--- src/rtl/rtc_snapshot_master.sv ---
`default_nettype none
// ============================================================================
//  Module   : rtc_snapshot_master
//  Purpose  : Bus initiator that drives the RTC register block. It runs a
//             coherent date/time snapshot, re-reading the date when it rolls
//             over in the middle of a read, and an atomic time set that
//             disables the RTC, writes date and time, then re-enables it.
//  Options  : RTC_SNAP_ALARM_EN adds alarm date/time writes to the set
//             sequence and forces CTRL bit1.
//  Revision : 1.0  initial release
// ============================================================================
module rtc_snapshot_master #(
  parameter logic [31:0] RTC_BASE  = 32'h8100_9000,
  parameter logic [3:0]  MAX_RETRY = 4'd3,
  parameter int unsigned TIMEOUT   = 255
) (
  input  logic        clk,
  input  logic        reset,
  input  logic        start_read,
  input  logic        start_set,
  input  logic [31:0] set_date,
  input  logic [31:0] set_time,
  input  logic [31:0] set_ctrl,
`ifdef RTC_SNAP_ALARM_EN
  input  logic [31:0] set_alarm_date,
  input  logic [31:0] set_alarm_time,
`endif
  output logic        busy,
  output logic        done,
  output logic        err,
  output logic [31:0] snap_date,
  output logic [31:0] snap_time,
  output logic        mem_valid,
  output logic        mem_instr,
  input  logic        mem_ready,
  output logic [31:0] mem_addr,
  output logic [31:0] mem_wdata,
  output logic [3:0]  mem_wstrb,
  input  logic [31:0] mem_rdata
);

  // Register offsets inside the RTC map
  localparam logic [31:0] OFF_CTRL  = 32'h00;
  localparam logic [31:0] OFF_DATE  = 32'h04;
  localparam logic [31:0] OFF_TIME  = 32'h08;
  localparam logic [31:0] OFF_RDATE = 32'h14;
  localparam logic [31:0] OFF_RTIME = 32'h18;
`ifdef RTC_SNAP_ALARM_EN
  localparam logic [31:0] OFF_ADATE = 32'h0C;
  localparam logic [31:0] OFF_ATIME = 32'h10;
  localparam logic [31:0] CTRL_FORCE = 32'h0000_0003;
`else
  localparam logic [31:0] CTRL_FORCE = 32'h0000_0001;
`endif

  // Timeout counter only needs to reach TIMEOUT-1
  localparam int          TW     = (TIMEOUT > 1) ? $clog2(TIMEOUT) : 1;
  localparam logic [TW-1:0] TLAST = TW'((TIMEOUT > 0) ? (TIMEOUT - 1) : 0);
  localparam bit          TMO_EN = (TIMEOUT != 0);

  typedef enum logic [3:0] {
    IDLE  = 4'd0,
    RD_D0 = 4'd1,
    RD_T  = 4'd2,
    RD_D1 = 4'd3,
    WR_C0 = 4'd4,
    WR_D  = 4'd5,
    WR_T  = 4'd6,
    WR_C1 = 4'd7,
    GAP   = 4'd8,
    DONE  = 4'd9,
    WR_AD = 4'd10,
    WR_AT = 4'd11
  } state_t;

  state_t state, next_state, gap_ret, gap_target, follow;

  logic          is_bus, bus_write, ack, timeout_hit, accept;
  logic [31:0]   bus_addr, bus_wdata;
  logic [TW-1:0] tcnt;
  logic [3:0]    retry;
  logic [31:0]   date0, time_tmp;
  logic [31:0]   lat_date, lat_time, lat_ctrl;
`ifdef RTC_SNAP_ALARM_EN
  logic [31:0]   lat_adate, lat_atime;
`endif

  assign mem_instr   = 1'b0;
  assign busy        = (state != IDLE);
  assign done        = (state == DONE);
  assign ack         = mem_valid && mem_ready;
  assign timeout_hit = TMO_EN && mem_valid && !mem_ready && (tcnt == TLAST);
  assign accept      = (state == IDLE) && (start_set || start_read);

  // State register
  always_ff @(posedge clk) begin
    if (reset) begin
      state <= IDLE;
    end else begin
      state <= next_state;
    end
  end

  // Next-state and per-state bus request decode
  always_comb begin
    next_state = state;
    gap_target = gap_ret;
    follow     = DONE;
    is_bus     = 1'b0;
    bus_write  = 1'b0;
    bus_addr   = RTC_BASE;
    bus_wdata  = 32'h0;
    case (state)
      IDLE: begin
        // Set has priority; a simultaneous read request is dropped
        if (start_set) begin
          next_state = WR_C0;
        end else if (start_read) begin
          next_state = RD_D0;
        end
      end
      RD_D0: begin
        is_bus   = 1'b1;
        bus_addr = RTC_BASE + OFF_RDATE;
        follow   = RD_T;
      end
      RD_T: begin
        is_bus   = 1'b1;
        bus_addr = RTC_BASE + OFF_RTIME;
        follow   = RD_D1;
      end
      RD_D1: begin
        is_bus   = 1'b1;
        bus_addr = RTC_BASE + OFF_RDATE;
        // Date stable or retries used up: finish; otherwise run another pass
        follow   = ((mem_rdata == date0) || (retry == MAX_RETRY)) ? DONE : RD_D0;
      end
      WR_C0: begin
        is_bus    = 1'b1;
        bus_write = 1'b1;
        bus_addr  = RTC_BASE + OFF_CTRL;
        follow    = WR_D;
      end
      WR_D: begin
        is_bus    = 1'b1;
        bus_write = 1'b1;
        bus_addr  = RTC_BASE + OFF_DATE;
        bus_wdata = lat_date;
        follow    = WR_T;
      end
      WR_T: begin
        is_bus    = 1'b1;
        bus_write = 1'b1;
        bus_addr  = RTC_BASE + OFF_TIME;
        bus_wdata = lat_time;
`ifdef RTC_SNAP_ALARM_EN
        follow    = WR_AD;
`else
        follow    = WR_C1;
`endif
      end
`ifdef RTC_SNAP_ALARM_EN
      WR_AD: begin
        is_bus    = 1'b1;
        bus_write = 1'b1;
        bus_addr  = RTC_BASE + OFF_ADATE;
        bus_wdata = lat_adate;
        follow    = WR_AT;
      end
      WR_AT: begin
        is_bus    = 1'b1;
        bus_write = 1'b1;
        bus_addr  = RTC_BASE + OFF_ATIME;
        bus_wdata = lat_atime;
        follow    = WR_C1;
      end
`endif
      WR_C1: begin
        is_bus    = 1'b1;
        bus_write = 1'b1;
        bus_addr  = RTC_BASE + OFF_CTRL;
        bus_wdata = lat_ctrl;
        follow    = DONE;
      end
      GAP:     next_state = gap_ret;
      DONE:    next_state = IDLE;
      default: next_state = IDLE;
    endcase

    if (is_bus) begin
      if (timeout_hit) begin
        next_state = DONE;
      end else if (ack) begin
        if (follow == DONE) begin
          next_state = DONE;
        end else begin
          next_state = GAP;
          gap_target = follow;
        end
      end
    end
  end

  // Bus request registers, read captures, retry/timeout counters and status
  always_ff @(posedge clk) begin
    if (reset) begin
      gap_ret   <= IDLE;
      mem_valid <= 1'b0;
      mem_addr  <= 32'h0;
      mem_wdata <= 32'h0;
      mem_wstrb <= 4'h0;
      tcnt      <= '0;
      retry     <= 4'h0;
      err       <= 1'b0;
      date0     <= 32'h0;
      time_tmp  <= 32'h0;
      snap_date <= 32'h0;
      snap_time <= 32'h0;
      lat_date  <= 32'h0;
      lat_time  <= 32'h0;
      lat_ctrl  <= 32'h0;
`ifdef RTC_SNAP_ALARM_EN
      lat_adate <= 32'h0;
      lat_atime <= 32'h0;
`endif
    end else begin
      gap_ret <= gap_target;

      if (accept) begin
        err      <= 1'b0;
        retry    <= 4'h0;
        lat_date <= set_date;
        lat_time <= set_time;
        lat_ctrl <= set_ctrl | CTRL_FORCE;
`ifdef RTC_SNAP_ALARM_EN
        lat_adate <= set_alarm_date;
        lat_atime <= set_alarm_time;
`endif
      end

      if (is_bus && !mem_valid) begin
        // First cycle of a bus state: launch the request
        mem_valid <= 1'b1;
        mem_addr  <= bus_addr;
        mem_wdata <= bus_wdata;
        mem_wstrb <= bus_write ? 4'hF : 4'h0;
        tcnt      <= '0;
      end else if (mem_valid) begin
        if (mem_ready) begin
          mem_valid <= 1'b0;
          case (state)
            RD_D0: date0    <= mem_rdata;
            RD_T:  time_tmp <= mem_rdata;
            RD_D1: begin
              if (mem_rdata == date0) begin
                snap_date <= date0;
                snap_time <= time_tmp;
              end else if (retry == MAX_RETRY) begin
                err <= 1'b1;
              end else begin
                retry <= retry + 4'd1;
              end
            end
            default: ;
          endcase
        end else if (timeout_hit) begin
          mem_valid <= 1'b0;
          err       <= 1'b1;
        end else begin
          tcnt <= tcnt + 1'b1;
        end
      end
    end
  end

endmodule
`default_nettype wire
--- config.mk ---
export PLATFORM = sky130hd
export DESIGN_NAME = rtc_snapshot_master
export DESIGN_NICKNAME = d
export VERILOG_FILES = /design/src/rtl/rtc_snapshot_master.sv
export SDC_FILE = /design/constraint.sdc
export NUM_CORES = 1
export LEC_CHECK = 0
export ABC_CLOCK_PERIOD_IN_PS = 4550
export CORE_AREA = 2 2 154 156
export CTS_BUF_LIST = sky130_fd_sc_hd__clkbuf_2 sky130_fd_sc_hd__clkbuf_4 sky130_fd_sc_hd__clkbuf_8
export DETAILED_ROUTE_END_ITERATION = 7
export DIE_AREA = 0 0 156 158
export GPL_TIMING_DRIVEN = 0
export PLACE_DENSITY = 0.87
export SYNTH_ARGS = -nofsm -noshare
export SYNTH_HDL_FRONTEND = slang
export SYNTH_SLANG_ARGS = --single-unit
--- constraint.sdc ---
create_clock -name clk -period 4.55 [get_ports clk]
set_input_delay 0.6825 -clock clk [delete_from_list [all_inputs] [get_ports clk]]
set_output_delay 0.6825 -clock clk [all_outputs]
set_load 0.005 [all_outputs]
==> impl_metrics.env <==
export IMPL_status="finished, final reports clean"
export IMPL_wl_microns=34200
export IMPL_holdWs_ps=447
export IMPL_areaGrowthSynthToFinish_pct=35.1
export IMPL_setup_slack_ps=1670
export IMPL_wire_per_inst_microns=17.7
export IMPL_htree_levels=2
export IMPL_clock_root_buffer="clkbuf_8"
export IMPL_synth_cells=1286
export IMPL_min_period_ps=2880
export IMPL_grt_pass1_vias=10100
export IMPL_fill_cells=1809
export IMPL_worstSetupPathType="flip-flop to output port"
export IMPL_ctsResizeCount=0
export IMPL_gr_usage_all_layers_pct=26.9
export IMPL_clock_sinks=283
export IMPL_cap_violations=0
export IMPL_core_sq_um=23100
export IMPL_timing_fmax_mhz=347
export IMPL_slew_headroom_pct=51.0
export IMPL_grt_max_degree=13
export IMPL_final_cell_mix="361 x nand2_1, 283 x dfxtp_1, 242 x clkdlybuf4s50_1, 173 x a21oi_1, 96 x nor2_1"
export IMPL_die_w_microns=156
export IMPL_end_kind="output port"
export IMPL_p_leak_nw=5.38
export IMPL_cts_buffers=45
export IMPL_worstHoldPathType="flip-flop to flip-flop"
export IMPL_hpwl_microns=24500
export IMPL_pre_cts_ws_ps=1250
export IMPL_antenna_cells=0
export IMPL_synth_cell_types=49
export IMPL_die_h_microns=158
export IMPL_gp_congestion=0.881
export IMPL_clk_latency_ps=570
export IMPL_vias_per_cell=5.34
export IMPL_crit_fanout=10
export IMPL_ant_nets=0
export IMPL_skew_ps=27.3
export IMPL_antenna_found_initial=0
export IMPL_final_setup_viol_count=0
export IMPL_post_route_util_pct=64.7
export IMPL_r2r_end="snap_date[14]"
export IMPL_io_pins=270
export IMPL_drive_above_1_share_pct=8.37
export IMPL_arrival_ps=2200
export IMPL_path_clk_slew_ps=60
export IMPL_clk_path_buf_depth=3
export IMPL_nets=1736
export IMPL_detail_route_first_pass_iterations=8
export IMPL_period_share_pct=63.3
export IMPL_yosysWarnings=0
export IMPL_drcViolationCount=0
export IMPL_grt_first_pass_wirelength_microns=52000
export IMPL_start_util_pct=47.9
export IMPL_via_count=10300
export IMPL_dieArea_sq_um=24600
export IMPL_fin_tns_setup_ps=0
export IMPL_grt_ovfl_total=0
export IMPL_fin_cells=1926
export IMPL_min_path_cells=2
export IMPL_row_count=56
export IMPL_start_kind="flip-flop"
export IMPL_cts_tree="done"
export IMPL_worstReg2RegStart="date0[24]"
export IMPL_rrSetupSlack_ps=2130
export IMPL_ys_async_sr_fraction_pct=0
export IMPL_power_density_nw_per_um2=374
export IMPL_ys_flop_type="dfxtp_1"
export IMPL_yosysSeqAreaShare_pct=51.3
export IMPL_drt_iter0_drc=829
export IMPL_final_max_slew_viol_count=0
export IMPL_ys_seq_elements=283
export IMPL_post_cts_buffers=0
export IMPL_synth_area_per_cell_sq_um=8.59
export IMPL_ir_drop_mv=0.331
export IMPL_layout_commonest_cell="nand2_1"
export IMPL_hold_viol=0
export IMPL_netlist_area_sq_um=11000
export IMPL_tightest_slew_ps=725
export IMPL_postCtsHoldBufs=0
export IMPL_min_to="mem_wdata[26]"
export IMPL_min_from="mem_wdata[26]"
export IMPL_cp_required_ps=3870
export IMPL_dp_cells=1843
export IMPL_io_buffers=242
export IMPL_synth_edf_count=0
export IMPL_rsz0062_at_grt="no"
export IMPL_r2r_cells=8
## cell families after synthesis
family,count (synthesis),synth area share [%]
AOI/OAI and AO/OA,262,13.7
xor gates and xnor gates,37,2.93
adders and majority gates,3,0.340
buffers and inverters,123,6.30
DFF,283,51.3
muxes,66,5.99
other,1,0.0339
and+or+nand+nor,511,19.4
## state kept, by name, indices dropped and copies added, names as in the netlist
| name | count |
|---|---|
| mem_addr | 4 |
| mem_wdata | 32 |
| retry | 4 |
| date0 | 32 |
| lat_ctrl | 32 |
| tcnt | 8 |
| mem_wstrb | 1 |
| time_tmp | 32 |
| mem_valid | 1 |
| err | 1 |
| state | 4 |
| snap_time | 32 |
| snap_date | 32 |
| lat_time | 32 |
| lat_date | 32 |
| gap_ret | 4 |
## final cells by class
cell class | count | area [sq um] | share of cell area [%]
Sequential cell | 283 | 5670 | 38.0
Multi-Input combinational cell | 905 | 4780 | 32.0
Timing Repair Buffer | 242 | 2420 | 16.2
Clock buffer | 74 | 937 | 6.28
Buffer | 119 | 681 | 4.56
Tap cell | 290 | 363 | 2.43
Clock inverter | 9 | 57.6 | 0.386
Inverter | 4 | 15.0 | 0.101
## how the worst max path moves through the flow
stage	end	start	cells after the start	slack (ps)
after floorplan	snap_date[13]	mem_rdata[28]	8	2270
after global placement	snap_time[19]	mem_rdata[29]	9	1370
after detailed placement	snap_date[2]	mem_rdata[24]	9	1250
after CTS	done	state[3]	3	1640
after global routing	done	state[3]	3	1510
final	done	state[3]	3	1670
## critical path, cell delays in order (launching register included)
cell,delay (ps)
dfxtp_1,460
clkbuf_1,360
nor3b_1,260
clkdlybuf4s50_1,550
## synthesized netlist by cell type (2+ instances only)
| master | instances | area share, % |
|---|---|---|
| a211oi_1 | 3 | 0.20 |
| a21oi_1 | 173 | 7.8 |
| a222oi_1 | 32 | 2.9 |
| a31oi_1 | 6 | 0.34 |
| and3_1 | 2 | 0.11 |
| buf_1 | 2 | 0.068 |
| buf_12 | 6 | 1.1 |
| buf_2 | 7 | 0.32 |
| buf_4 | 32 | 2.2 |
| clkbuf_1 | 71 | 2.4 |
| dfxtp_1 | 283 | 51 |
| ha_1 | 3 | 0.34 |
| inv_1 | 3 | 0.10 |
| mux2i_1 | 65 | 5.9 |
| nand2_1 | 361 | 12 |
| nand2b_1 | 5 | 0.28 |
| nand3_1 | 7 | 0.32 |
| nand4_1 | 4 | 0.23 |
| nor2_1 | 96 | 3.3 |
| nor2b_1 | 2 | 0.11 |
| nor3_1 | 7 | 0.32 |
| nor3b_1 | 5 | 0.34 |
| nor4_1 | 5 | 0.28 |
| nor4_4 | 5 | 0.96 |
| o211ai_1 | 2 | 0.14 |
| o21ai_0 | 4 | 0.18 |
| o21ai_1 | 34 | 1.5 |
| or2_1 | 3 | 0.17 |
| or3_1 | 2 | 0.11 |
| or3b_1 | 2 | 0.16 |
| xor2_1 | 36 | 2.9 |
## layer usage
| layer | track usage, % | vias to the layer above | share of wire [%] |
|---|---|---|---|
| met1 | 31.3 | 4791 | 39 |
| met3 | 7.34 | 86 | 10 |
| li1 | - | 4909 | - |
| met2 | 47.0 | 497 | 47 |
| met5 | 0 | - | 0 |
| met4 | 11.0 | 0 | 3.4 |
## per-stage QoR
stage | instance area, sq um | power, W
after detailed placement | 13900 | 0.00329
final | 14900 | 0.00557
after floorplan | 11100 | 0.00299
after global placement | 13900 | 0.00327
after global routing | 14900 | 0.00577
after CTS | 14900 | 0.00559
## power breakdown
| part | switching, W | internal, W |
|---|---|---|
| clock network | 0.00102 | 0.00131 |
| registers | 0.0000583 | 0.00257 |
| logic | 0.000354 | 0.000255 |
Note: power is estimated with default switching activity, not from simulation.
